<file path="src/rtl/collision_ctrl_if.sv">
// Bundle of scan position, sprite pixel flags and game-state outputs
// exchanged between the video pipeline and the collision/game controller.
interface collision_ctrl_if;
    logic [9:0]  hc;
    logic [9:0]  vc;
    logic        CrocIn;
    logic        PlayerIn;
    logic        start;
    logic [2:0]  lives;
    logic [13:0] score;
    logic        playing;
    logic        freeze;
    logic        hit_flash;
    logic        game_over;

    // Video pipeline side: drives scan/sprite/start, observes game state.
    modport master (
        output hc, vc, CrocIn, PlayerIn, start,
        input  lives, score, playing, freeze, hit_flash, game_over
    );

    // Controller side.
    modport slave (
        input  hc, vc, CrocIn, PlayerIn, start,
        output lives, score, playing, freeze, hit_flash, game_over
    );
endinterface

</file>
<file path="src/rtl/collision_ctrl.sv">
// Croc/player collision detector and game state machine.
// Overlaps inside the visible window are accumulated over a frame and
// judged once at the end-of-frame pixel; lives, score and the
// freeze/flash/game-over controls all come straight from registers.
module collision_ctrl #(
    parameter int FRAME_HC     = 799,
    parameter int FRAME_VC     = 524,
    parameter int VIS_H0       = 144,
    parameter int VIS_H1       = 783,
    parameter int VIS_V0       = 35,
    parameter int VIS_V1       = 514,
    parameter int LIVES_INIT   = 3,
    parameter int SCORE_FRAMES = 60,
    parameter int HIT_FRAMES   = 90
) (
    input  logic            clk,
    input  logic            rst_n,
    collision_ctrl_if.slave bus
);
    localparam int FW  = (SCORE_FRAMES > 1) ? $clog2(SCORE_FRAMES) : 1;
    localparam int FZW = $clog2(HIT_FRAMES + 1);

    localparam logic [9:0]  FHC       = 10'(FRAME_HC);
    localparam logic [9:0]  FVC       = 10'(FRAME_VC);
    localparam logic [9:0]  VH0       = 10'(VIS_H0);
    localparam logic [9:0]  VH1       = 10'(VIS_H1);
    localparam logic [9:0]  VV0       = 10'(VIS_V0);
    localparam logic [9:0]  VV1       = 10'(VIS_V1);
    localparam logic [2:0]  LIVES_RST = 3'(LIVES_INIT);
    localparam logic [13:0] SCORE_MAX = 14'd9999;
    localparam logic [FW-1:0]  FRAME_LAST = FW'(SCORE_FRAMES - 1);
    localparam logic [FZW-1:0] FREEZE_RST = FZW'(HIT_FRAMES);

    typedef enum logic [1:0] {IDLE, PLAY, HIT, OVER} state_t;

    state_t         state;
    logic [2:0]     livesReg;
    logic [13:0]    scoreReg;
    logic [FW-1:0]  frameCnt;
    logic [FZW-1:0] freezeCnt;
    logic           hitAcc;
    logic           playingReg;
    logic           freezeReg;
    logic           hitFlashReg;
    logic           gameOverReg;

    logic vis;
    logic overlap;
    logic eof;
    logic hitNow;

    // Pixel-level qualifiers: only visible-area overlap counts; the
    // end-of-frame pixel's own overlap joins the frame verdict.
    always_comb begin
        vis     = (bus.hc >= VH0) && (bus.hc <= VH1) &&
                  (bus.vc >= VV0) && (bus.vc <= VV1);
        overlap = bus.CrocIn & bus.PlayerIn & vis;
        eof     = (bus.hc == FHC) && (bus.vc == FVC);
        hitNow  = hitAcc | overlap;
    end

    // Game FSM with counters and registered control outputs.
    always_ff @(posedge clk or negedge rst_n) begin
        if (!rst_n) begin
            state       <= IDLE;
            livesReg    <= LIVES_RST;
            scoreReg    <= '0;
            frameCnt    <= '0;
            freezeCnt   <= '0;
            hitAcc      <= 1'b0;
            playingReg  <= 1'b0;
            freezeReg   <= 1'b0;
            hitFlashReg <= 1'b0;
            gameOverReg <= 1'b0;
        end else begin
            case (state)
                // Waiting for a (re)start; end-of-frame has no effect here.
                IDLE, OVER: begin
                    hitAcc <= 1'b0;
                    if (bus.start) begin
                        state       <= PLAY;
                        livesReg    <= LIVES_RST;
                        scoreReg    <= '0;
                        frameCnt    <= '0;
                        playingReg  <= 1'b1;
                        gameOverReg <= 1'b0;
                    end
                end

                PLAY: begin
                    if (eof) begin
                        hitAcc <= 1'b0;
                        if (hitNow) begin
                            playingReg <= 1'b0;
                            if (livesReg == 3'd1) begin
                                livesReg    <= 3'd0;
                                state       <= OVER;
                                gameOverReg <= 1'b1;
                            end else begin
                                // frameCnt is deliberately kept so scoring
                                // resumes mid-period after the freeze.
                                livesReg    <= livesReg - 3'd1;
                                freezeCnt   <= FREEZE_RST;
                                state       <= HIT;
                                freezeReg   <= 1'b1;
                                hitFlashReg <= 1'b0;
                            end
                        end else if (frameCnt == FRAME_LAST) begin
                            frameCnt <= '0;
                            if (scoreReg < SCORE_MAX) begin
                                scoreReg <= scoreReg + 14'd1;
                            end
                        end else begin
                            frameCnt <= frameCnt + FW'(1);
                        end
                    end else begin
                        hitAcc <= hitAcc | overlap;
                    end
                end

                // Frozen after a non-fatal hit; counts down one per frame.
                HIT: begin
                    hitAcc <= 1'b0;
                    if (eof) begin
                        if (freezeCnt == FZW'(1)) begin
                            freezeCnt   <= '0;
                            state       <= PLAY;
                            freezeReg   <= 1'b0;
                            playingReg  <= 1'b1;
                            hitFlashReg <= 1'b0;
                        end else begin
                            freezeCnt   <= freezeCnt - FZW'(1);
                            hitFlashReg <= ~hitFlashReg;
                        end
                    end
                end

                default: begin
                    state <= IDLE;
                end
            endcase
        end
    end

    assign bus.lives     = livesReg;
    assign bus.score     = scoreReg;
    assign bus.playing   = playingReg;
    assign bus.freeze    = freezeReg;
    assign bus.hit_flash = hitFlashReg;
    assign bus.game_over = gameOverReg;
endmodule

</file>
<file path="src/flat_wrapper.sv">
// flat-port wrapper written by rule: the top's interface ports become plain ports
module collision_ctrl_flat 
#(
    parameter int FRAME_HC     = 799,
    parameter int FRAME_VC     = 524,
    parameter int VIS_H0       = 144,
    parameter int VIS_H1       = 783,
    parameter int VIS_V0       = 35,
    parameter int VIS_V1       = 514,
    parameter int LIVES_INIT   = 3,
    parameter int SCORE_FRAMES = 60,
    parameter int HIT_FRAMES   = 90
)
  (clk, rst_n, bus_hc, bus_vc, bus_CrocIn, bus_PlayerIn, bus_start, bus_lives, bus_score, bus_playing, bus_freeze, bus_hit_flash, bus_game_over);
  collision_ctrl_if bus_i ();
  input  logic clk;
  input  logic rst_n;
  input wire logic [$bits(bus_i.hc)-1:0] bus_hc;
  input wire logic [$bits(bus_i.vc)-1:0] bus_vc;
  input wire logic [$bits(bus_i.CrocIn)-1:0] bus_CrocIn;
  input wire logic [$bits(bus_i.PlayerIn)-1:0] bus_PlayerIn;
  input wire logic [$bits(bus_i.start)-1:0] bus_start;
  output wire logic [$bits(bus_i.lives)-1:0] bus_lives;
  output wire logic [$bits(bus_i.score)-1:0] bus_score;
  output wire logic [$bits(bus_i.playing)-1:0] bus_playing;
  output wire logic [$bits(bus_i.freeze)-1:0] bus_freeze;
  output wire logic [$bits(bus_i.hit_flash)-1:0] bus_hit_flash;
  output wire logic [$bits(bus_i.game_over)-1:0] bus_game_over;
  assign bus_i.hc = bus_hc;
  assign bus_i.vc = bus_vc;
  assign bus_i.CrocIn = bus_CrocIn;
  assign bus_i.PlayerIn = bus_PlayerIn;
  assign bus_i.start = bus_start;
  assign bus_lives = bus_i.lives;
  assign bus_score = bus_i.score;
  assign bus_playing = bus_i.playing;
  assign bus_freeze = bus_i.freeze;
  assign bus_hit_flash = bus_i.hit_flash;
  assign bus_game_over = bus_i.game_over;
  collision_ctrl #(.FRAME_HC(FRAME_HC), .FRAME_VC(FRAME_VC), .VIS_H0(VIS_H0), .VIS_H1(VIS_H1), .VIS_V0(VIS_V0), .VIS_V1(VIS_V1), .LIVES_INIT(LIVES_INIT), .SCORE_FRAMES(SCORE_FRAMES), .HIT_FRAMES(HIT_FRAMES)) u_core (.clk(clk), .rst_n(rst_n), .bus(bus_i));
endmodule
</file>
<file path="config.mk">
export PLATFORM = sky130hd
export DESIGN_NAME = collision_ctrl_flat
export DESIGN_NICKNAME = d
export VERILOG_FILES = /design/src/rtl/collision_ctrl_if.sv /design/src/rtl/collision_ctrl.sv /design/src/flat_wrapper.sv
export SDC_FILE = /design/constraint.sdc
export NUM_CORES = 1
export LEC_CHECK = 0
export CAP_MARGIN = 20
export CORE_AREA = 2 2 111 86
export CTS_BUF_LIST = sky130_fd_sc_hd__clkbuf_16
export DETAILED_ROUTE_END_ITERATION = 8
export DIE_AREA = 0 0 113 88
export GPL_ROUTABILITY_DRIVEN = 0
export PLACE_DENSITY_LB_ADDON = 0.08
export REMOVE_ABC_BUFFERS = 1
export SLEW_MARGIN = 25
export SYNTH_ARGS = -nofsm -noshare
export SYNTH_HDL_FRONTEND = slang
export SYNTH_SLANG_ARGS = --single-unit
</file>
<file path="constraint.sdc">
create_clock -name clk -period 6.99 [get_ports clk]
set_clock_uncertainty 0.15 [all_clocks]
set_input_delay 0.699 -clock clk [delete_from_list [all_inputs] [get_ports clk]]
set_output_delay 0.699 -clock clk [all_outputs]
set_load 0.05 [all_outputs]
</file>
==> flow_summary.json, run 1 <==
{
  "status": "complete, but fails checks",
  "violations": "DRC",
  "synth_edf_count": 0,
  "final_nets": 374,
  "power.share.clock_pct": 34.3,
  "max_stage_delay_ns": 0.55,
  "critPathLaunchType": "input pin",
  "design_area_sq_um": 3249,
  "synthTopCellsByCount": "nand2_1, dfrtp_1, a21oi_1",
  "syn_area_sq_um": 2577,
  "worst-path-buf-inv": 1,
  "synth-seq-area-share_pct": 36.02,
  "setup_viol": 0,
  "finalCritPeriodShare_pct": 45.38,
  "vias": 2424,
  "multi_input_area_sq_um": 1530,
  "critical-path-top-delay-family": "compound AO/OA/AOI/OAI gates",
  "drv_slew": 0,
  "tns_ns": 0,
  "synthCells": 296,
  "crit_chain": "clkdlybuf4s50_1, a2111oi_2, o22ai_1, o22ai_2, nand4_2, or4_1, nand3_1",
  "fill_cells": 921,
  "combPwrFrac_pct": 32.7,
  "drc": 4,
  "vias_per_cell": 5.375,
  "synth-async-reset-ratio_pct": 100.0,
  "grtUsageTotal_pct": 14.77,
  "cts.htree.levels": 2,
  "regArea_sq_um": 928.4,
  "portBuffers": 45,
  "max_freq_mhz": 315.2,
  "yosys_register_bits": 37,
  "core_area_sq_um": 8859,
  "hpwl_mm": 5.189,
  "cts.clk_slew.worst_paths_ns": 0.06,
  "placed_cells": 444,
  "rsz0062_at_grt": "false",
  "postCtsSetupBuffers": 0,
  "dpl_worst_slack_ns": 3.467,
  "drt-total-wl_mm": 7.076,
  "grt_pass1_wl_mm": 11.65,
  "ir_drop_v": 0.0001065,
  "cap_violations": 0,
  "grt_max_degree": 38,
  "synthFlopType": "dfrtp_1",
  "placedInstanceArea_sq_um": 3085,
  "drtPass1Iterations": 7,
  "ys_warn_count": 0,
  "start_util_pct": 29.10,
  "cts_root_buffer": "clkbuf_16",
  "grt_pass1_vias": 2279,
  "cts_tree": "built",
  "hold_class": "register to register",
  "yosys.area.top_type": "dfrtp_1",
  "clk_path_buf_depth": 2,
  "row_count": 30,
  "fin_util_pct": 36.68,
  "synth_top_area_share_pct": 33.98,
  "cp-end-kind": "register",
  "final_cells": 451,
  "clk_latency_ns": 0.28,
  "switching_power_mw": 0.2604,
  "internal_power_mw": 0.4677,
  "powerDensity_nw_per_um2": 224.1,
  "cts_sinks": 37,
  "io_pins": 46,
  "fin_crit_ns": 3.172,
  "die_area_sq_um": 9944,
  "syn_avg_cell_area_sq_um": 8.708,
  "drive_above_1_share_pct": 10.62,
  "antenna_cells": 0,
  "dieWidth_um": 113,
  "detail-route-antenna-nets": 0,
  "cts_buffers": 5,
  "p_total_mw": 0.7280,
  "fin_ws_ns": 3.818,
  "synth_cell_types": 66,
  "hold_viol_final": 0,
  "crit_fanout": 11,
  "crit_type": "input pin to register",
  "relSlewSlack_pct": 40.60,
  "wire_per_inst_um": 15.69,
  "pwr-share-seq_pct": 33.0,
  "required_ns": 7.06,
  "area_growth_pct": 26.07,
  "yosysMostFrequentCell": "nand2_1",
  "drt_iter0_markers": 158,
  "die_y_um": 88,
  "ys_top_cells_by_area": "dfrtp_1, nand2_1, ha_1",
  "antenna_found_initial": 0,
  "ctsHoldBuffers": 0,
  "p_leak_nw": 1.306,
  "sw_frac_of_total_pct": 35.76,
  "crit_arrival_ns": 3.24,
  "worst_slew_pin_slew_ns": 0.8911,
  "hold_ws_ns": 0.3678,
  "gr-total-overflow": 0,
  "slowest_stage": "or4_1",
  "cts.repair.resized": 0
}
[cells by family after synthesis]
group                      after synthesis  synth area share (%)
buffers and inverters                   20                 4.757
DFF                                     37                 36.02
muxes                                    3                 1.214
AOI/OAI and AO/OA                       81                 21.51
adders and majority gates               10                 4.854
and+or+nand+nor                        145                 31.65
[routing by layer]
layer / vias to the layer above / wire (um) / GRT usage, %
li1: 1208 / - / -
met1: 1158 / 3613 / 22.18
met2: 51 / 3054 / 21.56
met3: 7 / 340 / 3.114
met4: 0 / 68 / 3.659
met5: - / 0 / 0
[cells in the final DEF, fill, tap and decap left out, types with 3 or more instances in the layout]
cell | netlist | routed
a21o_1 | 3 | 3
a21oi_1 | 20 | 20
a31oi_1 | 3 | 3
and3_1 | 5 | 5
and4_1 | 3 | 3
clkbuf_16 | 0 | 5
clkdlybuf4s50_1 | 0 | 44
dfrtp_1 | 35 | 35
ha_1 | 10 | 10
inv_1 | 9 | 9
nand2_1 | 36 | 36
nand2b_1 | 4 | 4
nand3_1 | 18 | 18
nand4_1 | 10 | 10
nor2_1 | 19 | 19
nor3_1 | 14 | 14
nor4b_1 | 3 | 3
o211ai_1 | 4 | 4
o21ai_0 | 17 | 17
o21ai_1 | 6 | 5
o31ai_1 | 6 | 6
or2_2 | 4 | 4
or4_1 | 6 | 6
[layout make-up]
type	count	area share [%]
timing repair buffer	46	13.94
sequential	37	28.57
clock buffer	5	3.851
multi-input combinational	239	47.09
tap	112	4.313
clock inverter	2	1.078
inverter	10	1.155
[power by group through the flow]
stage,clock network [mW],logic (mW),registers (mW)
after floorplan,0,0.140,0.255
final,0.250,0.238,0.240
after detailed placement,0,0.237,0.244
after global routing,0.268,0.265,0.243
after CTS,0.258,0.238,0.240
after global placement,0,0.239,0.245
[path summary, 6_finish.rpt]
path                            cells past startpoint              endpoint                 start  slack (ns)
worst max-delay path                                7   u_core.bus.score[8]             bus_vc[1]        3.82
worst min-delay path                                1  u_core.bus.hit_flash  u_core.bus.hit_flash        0.37
worst max register to register                      7  u_core.bus.score[10]       u_core.state[1]        4.06
worst min register to register                      1  u_core.bus.hit_flash  u_core.bus.hit_flash        0.37
max in group asynchronous                           1  u_core.bus.game_over                 rst_n        5.74
min in group asynchronous                           1    u_core.frameCnt[1]                 rst_n        0.39
[flip-flops by register name, summed over array words and instances (netlist names)]
signal                cells
u_core.bus.freeze         1
u_core.bus.game_over      1
u_core.bus.hit_flash      1
u_core.bus.lives          3
u_core.bus.playing        1
u_core.bus.score         14
u_core.frameCnt           6
u_core.freezeCnt          7
u_core.hitAcc             1
u_core.state              2
No activity file was read; power rests on OpenSTA's default activity.
==> run 2, diff against run 1 <==
clock period = 3.1 ns   (was 6.99 ns; I/O delays follow)
==> run 2 against run 1 <==
Effect of this change:
- the flow still finishes with violations (DRC)
- sequential power is 130% higher
- wire length is 1.2% higher
- final cell count is 2.0% higher
- final area is 2.1% higher
- global-route usage is 0.75 points higher
==> flow_summary.json, run 2 (synthesis gave the netlist of run 1 again) <==
{
  "status": "complete, but fails checks",
  "violations": "DRC",
  "largest_register_ffs": 14,
  "worst-path-buf-inv": 1,
  "sw_frac_of_total_pct": 35.93,
  "vias_per_cell": 5.328,
  "vias": 2451,
  "clk_path_buf_depth": 2,
  "fin_ws_ns": 0.5476,
  "min-delay-start": "u_core.bus.hit_flash",
  "grt_pass1_wl_mm": 12.23,
  "final_cells": 460,
  "cts.htree.levels": 2,
  "grt_max_degree": 38,
  "drc": 4,
  "min_to": "u_core.bus.hit_flash",
  "required_ns": 3.12,
  "worstRegToRegCells": 7,
  "cts_sinks": 37,
  "max_stage_delay_ns": 0.57,
  "start_util_pct": 29.10,
  "antenna_found_initial": 0,
  "cap_violations": 0,
  "crit_start": "bus_hc[6]",
  "ir_drop_v": 0.0002344,
  "hold_class": "register to register",
  "dieWidth_um": 113,
  "drt-total-wl_mm": 7.158,
  "rsz0062_at_grt": "false",
  "crit_type": "input pin to register",
  "hold-path-cell-count": 1,
  "powerDensity_nw_per_um2": 512.7,
  "drt_iter0_markers": 144,
  "grt_pass1_vias": 2316,
  "fin_util_pct": 37.46,
  "drtPass1Iterations": 6,
  "clk_latency_ns": 0.28,
  "area_growth_pct": 28.74,
  "critical-path-top-delay-family": "simple AND/OR/NAND/NOR gates",
  "drv_slew": 0,
  "slowest_stage": "or4_4",
  "finalCritPeriodShare_pct": 82.34,
  "power.share.clock_pct": 33.6,
  "cts.clk_slew.worst_paths_ns": 0.06,
  "drive_above_1_share_pct": 12.36,
  "cts.repair.resized": 0,
  "worst_slew_pin_slew_ns": 0.5791,
  "core_area_sq_um": 8859,
  "pwr-share-seq_pct": 31.9,
  "placed_cells": 452,
  "cp-end-kind": "register",
  "max_freq_mhz": 391.8,
  "wire_per_inst_um": 15.56,
  "rr_startpoint": "u_core.frameCnt[0]",
  "p_total_mw": 1.701,
  "hold_viol_final": 0,
  "cts_root_buffer": "clkbuf_16",
  "die_area_sq_um": 9944,
  "cts_buffers": 5,
  "switching_power_mw": 0.6112,
  "reg2reg_to": "u_core.bus.score[8]",
  "setup_viol": 0,
  "fin_crit_ns": 2.552,
  "crit_chain": "clkdlybuf4s50_1, or4_4, a221oi_4, nor2_1, o31ai_2, nand2_1, a21o_1",
  "crit_fanout": 6,
  "cts_tree": "built",
  "grtUsageTotal_pct": 15.52,
  "cp_num_cells": 7,
  "r2r_setup_slack_ns": 0.58,
  "hpwl_mm": 5.297,
  "layout_commonest_cell": "clkdlybuf4s50_1",
  "relSlewSlack_pct": 61.39,
  "crit_arrival_ns": 2.58,
  "detail-route-antenna-nets": 0,
  "p_leak_nw": 1.348,
  "final_nets": 383,
  "gr-total-overflow": 0,
  "critPathLaunchType": "input pin",
  "io_pins": 46,
  "final_cell_mix": "clkdlybuf4s50_1, nand2_1, dfrtp_1",
  "fill_cells": 935,
  "portBuffers": 45,
  "combPwrFrac_pct": 34.5,
  "antenna_cells": 0,
  "internal_power_mw": 1.090,
  "dpl_worst_slack_ns": 0.2438,
  "row_count": 30,
  "die_y_um": 88
}
-- run 2: worst max-delay path by stage --
stage	endpoint
6_report	u_core.bus.hit_flash
3_5_place_dp	u_core.freezeCnt[0]
3_3_place_gp	u_core.freezeCnt[3]
4_1_cts	u_core.bus.hit_flash
2_1_floorplan	u_core.bus.score[6]
5_1_grt	u_core.frameCnt[4]
-- run 2: area by class of cell --
| cell class | instances | area, sq um | share of cell area [%] |
|---|---|---|---|
| Clock buffer | 5 | 125.1 | 3.771 |
| Clock inverter | 2 | 35.03 | 1.056 |
| Inverter | 10 | 37.54 | 1.131 |
| Multi-Input combinational cell | 239 | 1526 | 46.00 |
| Sequential cell | 37 | 928.4 | 27.98 |
| Tap cell | 112 | 140.1 | 4.223 |
| Timing Repair Buffer | 55 | 525.5 | 15.84 |
-- run 2: timing repair --
item | in CTS | in global routing
hold buffers | 0 | 1
setup buffers | 0 | 0
hold endpoints to repair | 0 | 35
-- run 2: power by group through the flow --
| stage | Sequential, mW | Combinational, mW | Clock, mW |
|---|---|---|---|
| 2_1_floorplan | 0.575 | 0.317 | 0 |
| 3_3_place_gp | 0.550 | 0.585 | 0 |
| 3_5_place_dp | 0.551 | 0.584 | 0 |
| 4_1_cts | 0.542 | 0.585 | 0.588 |
| 5_1_grt | 0.548 | 0.652 | 0.615 |
| 6_report | 0.543 | 0.586 | 0.572 |
-- run 2: metrics by stage --
step | setup TNS (ns) | area (sq um) | hold slack (ns)
floorplan | -0.8841 | 2492 | -0.1356
global placement | 0 | 3146 | 0.3406
detailed placement | 0 | 3146 | 0.3474
CTS | 0 | 3306 | 0.06581
global route | 0 | 3318 | 0.3939
finish | 0 | 3318 | 0.3625
-- run 2: layer usage --
layer / vias up / wire, um / global-route usage [%]
li1: 1226 / - / -
met1: 1165 / 3795 / 23.73
met2: 54 / 3007 / 22.26
met3: 6 / 307 / 3.460
met4: 0 / 47 / 3.215
met5: - / 0 / 0
==> run 3, diff against run 2 <==
clock period = 2.4 ns   (was 3.1 ns; I/O delays follow)
==> run 3 against run 2 <==
Effect of this change:
- the flow still finishes with violations (DRC)
- combinational power increased by 58%
- hold slack got worse by 0.027 ns
- final area increased by 16%
- die area unchanged
- critical path type unchanged
- first-iteration DRC count decreased by 4.9%
- clock power increased by 31%
- setup slack got worse by 0.45 ns
- sequential power increased by 29%
- largest cell class unchanged
- wire length increased by 11%
- non-clock buffer count increased by 53
- critical endpoint is now u_core.bus.score[3]
==> flow_summary.json, run 3 (synthesis gave the netlist of run 1 again) <==
{
  "final_cells": 513,
  "powerDensity_nw_per_um2": 617.4,
  "max_freq_mhz": 434.9,
  "final_cell_mix": "buf_4, clkdlybuf4s50_1, dfrtp_1",
  "dieWidth_um": 113,
  "fill_cells": 902,
  "row_count": 30,
  "antenna_cells": 0,
  "area_growth_pct": 48.98,
  "violations": "DRC",
  "antenna_found_initial": 0,
  "fin_crit_ns": 2.299,
  "cts_tree": "built",
  "wire_per_inst_um": 15.51,
  "status": "complete, but fails checks",
  "vias_per_cell": 5.185,
  "final_nets": 436,
  "critPathLaunchType": "input pin",
  "hpwl_mm": 5.835,
  "r2r_setup_slack_ns": 0.10,
  "die_area_sq_um": 9944,
  "cts_sinks": 37,
  "hold_viol_final": 0,
  "detail-route-antenna-nets": 0,
  "vias": 2660,
  "clk_latency_ns": 0.28,
  "drive_above_1_share_pct": 26.68,
  "clk_path_buf_depth": 2,
  "rr_startpoint": "u_core.frameCnt[1]",
  "drv_slew": 0,
  "largest_register_ffs": 14,
  "cts_buffers": 5,
  "cts_root_buffer": "clkbuf_16",
  "reg2reg_to": "u_core.bus.score[5]",
  "grt_max_degree": 38,
  "cap_violations": 0,
  "p_leak_nw": 1.660,
  "placed_cells": 500,
  "drt_iter0_markers": 137,
  "cts.clk_slew.worst_paths_ns": 0.06,
  "grt_pass1_wl_mm": 13.22,
  "gr-total-overflow": 0,
  "ir_drop_v": 0.0003923,
  "grtUsageTotal_pct": 17.01,
  "cp-end-kind": "register",
  "crit_type": "input pin to register",
  "start_util_pct": 29.10,
  "drtPass1Iterations": 6,
  "worst_slew_pin_slew_ns": 0.5334,
  "crit_fanout": 8,
  "required_ns": 2.42,
  "io_pins": 46,
  "die_y_um": 88,
  "finalCritPeriodShare_pct": 95.81,
  "p_total_mw": 2.371,
  "setup_viol": 0,
  "drc": 4,
  "crit_arrival_ns": 2.32,
  "grt_pass1_vias": 2617,
  "layout_commonest_cell": "buf_4",
  "core_area_sq_um": 8859,
  "portBuffers": 45,
  "hold_class": "input pin to async pin",
  "relSlewSlack_pct": 64.33,
  "cts.htree.levels": 2,
  "worstRegToRegCells": 9,
  "drt-total-wl_mm": 7.957
}
[run 3: cell types whose count changed in the layout (fill, tap and decap cells not counted), sizes merged]
| cell | change |
|---|---|
| buf | +53 |
| clkdlybuf4s50 | -4 |
| dlymetal6s2s | +4 |
[run 3: worst max-delay path, stage by stage]
cell and delay, ns:
clkdlybuf4s50_1 0.43, or4_4 0.44, a221oi_4 0.36, buf_6 0.16, o22ai_4 0.10, nand2_4 0.14
buf_4 0.13, nor3_2 0.04, a221o_1 0.28
[run 3: stage by stage]
step | area (sq um) | hold slack [ns] | setup TNS [ns] | util, % | setup slack [ns]
finish | 3840 | 0.3352 | 0 | 43.35 | 0.1005
global placement | 3506 | 0.2975 | -7.368 | 39.58 | -0.2831
CTS | 3704 | 0.3532 | -0.009634 | 41.81 | -0.009634
floorplan | 2492 | -0.2056 | -15.94 | - | -0.9231
global route | 3840 | 0.3769 | -0.01621 | 43.35 | -0.01621
detailed placement | 3506 | 0.2930 | -8.220 | 39.58 | -0.3173
[run 3: worst max path at each step]
stage	start	to	slack [ns]	depth (start not counted)
after global routing	u_core.frameCnt[1]	u_core.bus.score[5]	-0.02	9
after detailed placement	bus_hc[6]	u_core.freezeCnt[3]	-0.32	8
after CTS	bus_hc[7]	u_core.freezeCnt[3]	-0.01	8
after global placement	bus_hc[6]	u_core.frameCnt[4]	-0.28	9
final	bus_hc[7]	u_core.bus.score[3]	0.10	9
after floorplan	u_core.state[1]	u_core.bus.score[6]	-0.92	7
[run 3: power breakdown]
group | internal [mW] | switching, mW
combinational | 0.384 | 0.539
sequential | 0.661 | 0.0380
clock | 0.483 | 0.266
[run 3: area by class of cell]
class	count	area, sq um	area share (%)
clock buffers	5	125.1	3.258
well taps	112	140.1	3.649
clock inverters	2	35.03	0.9123
repair buffers	108	948.4	24.70
inverters	10	37.54	0.9775
flip-flops and latches	37	928.4	24.18
multi-input cells	239	1625	42.33
[run 3: routing by layer]
layer / wire (um) / track usage (%) / vias up
li1: - / - / 1330
met1: 4178 / 24.73 / 1294
met2: 3475 / 24.99 / 32
met3: 234 / 4.152 / 4
met4: 68 / 5.100 / 0
met5: 0 / 0 / -
[run 3: timing repair]
item / in CTS / in global routing
hold buffers: 1 / 0
buffers inserted: 1 / 4
setup endpoints to repair: 4 / 28
gates resized for setup: 3 / 23
cloned: 0 / 0
pin swaps: 4 / 13
endpoints found under the hold margin: 35 / 0
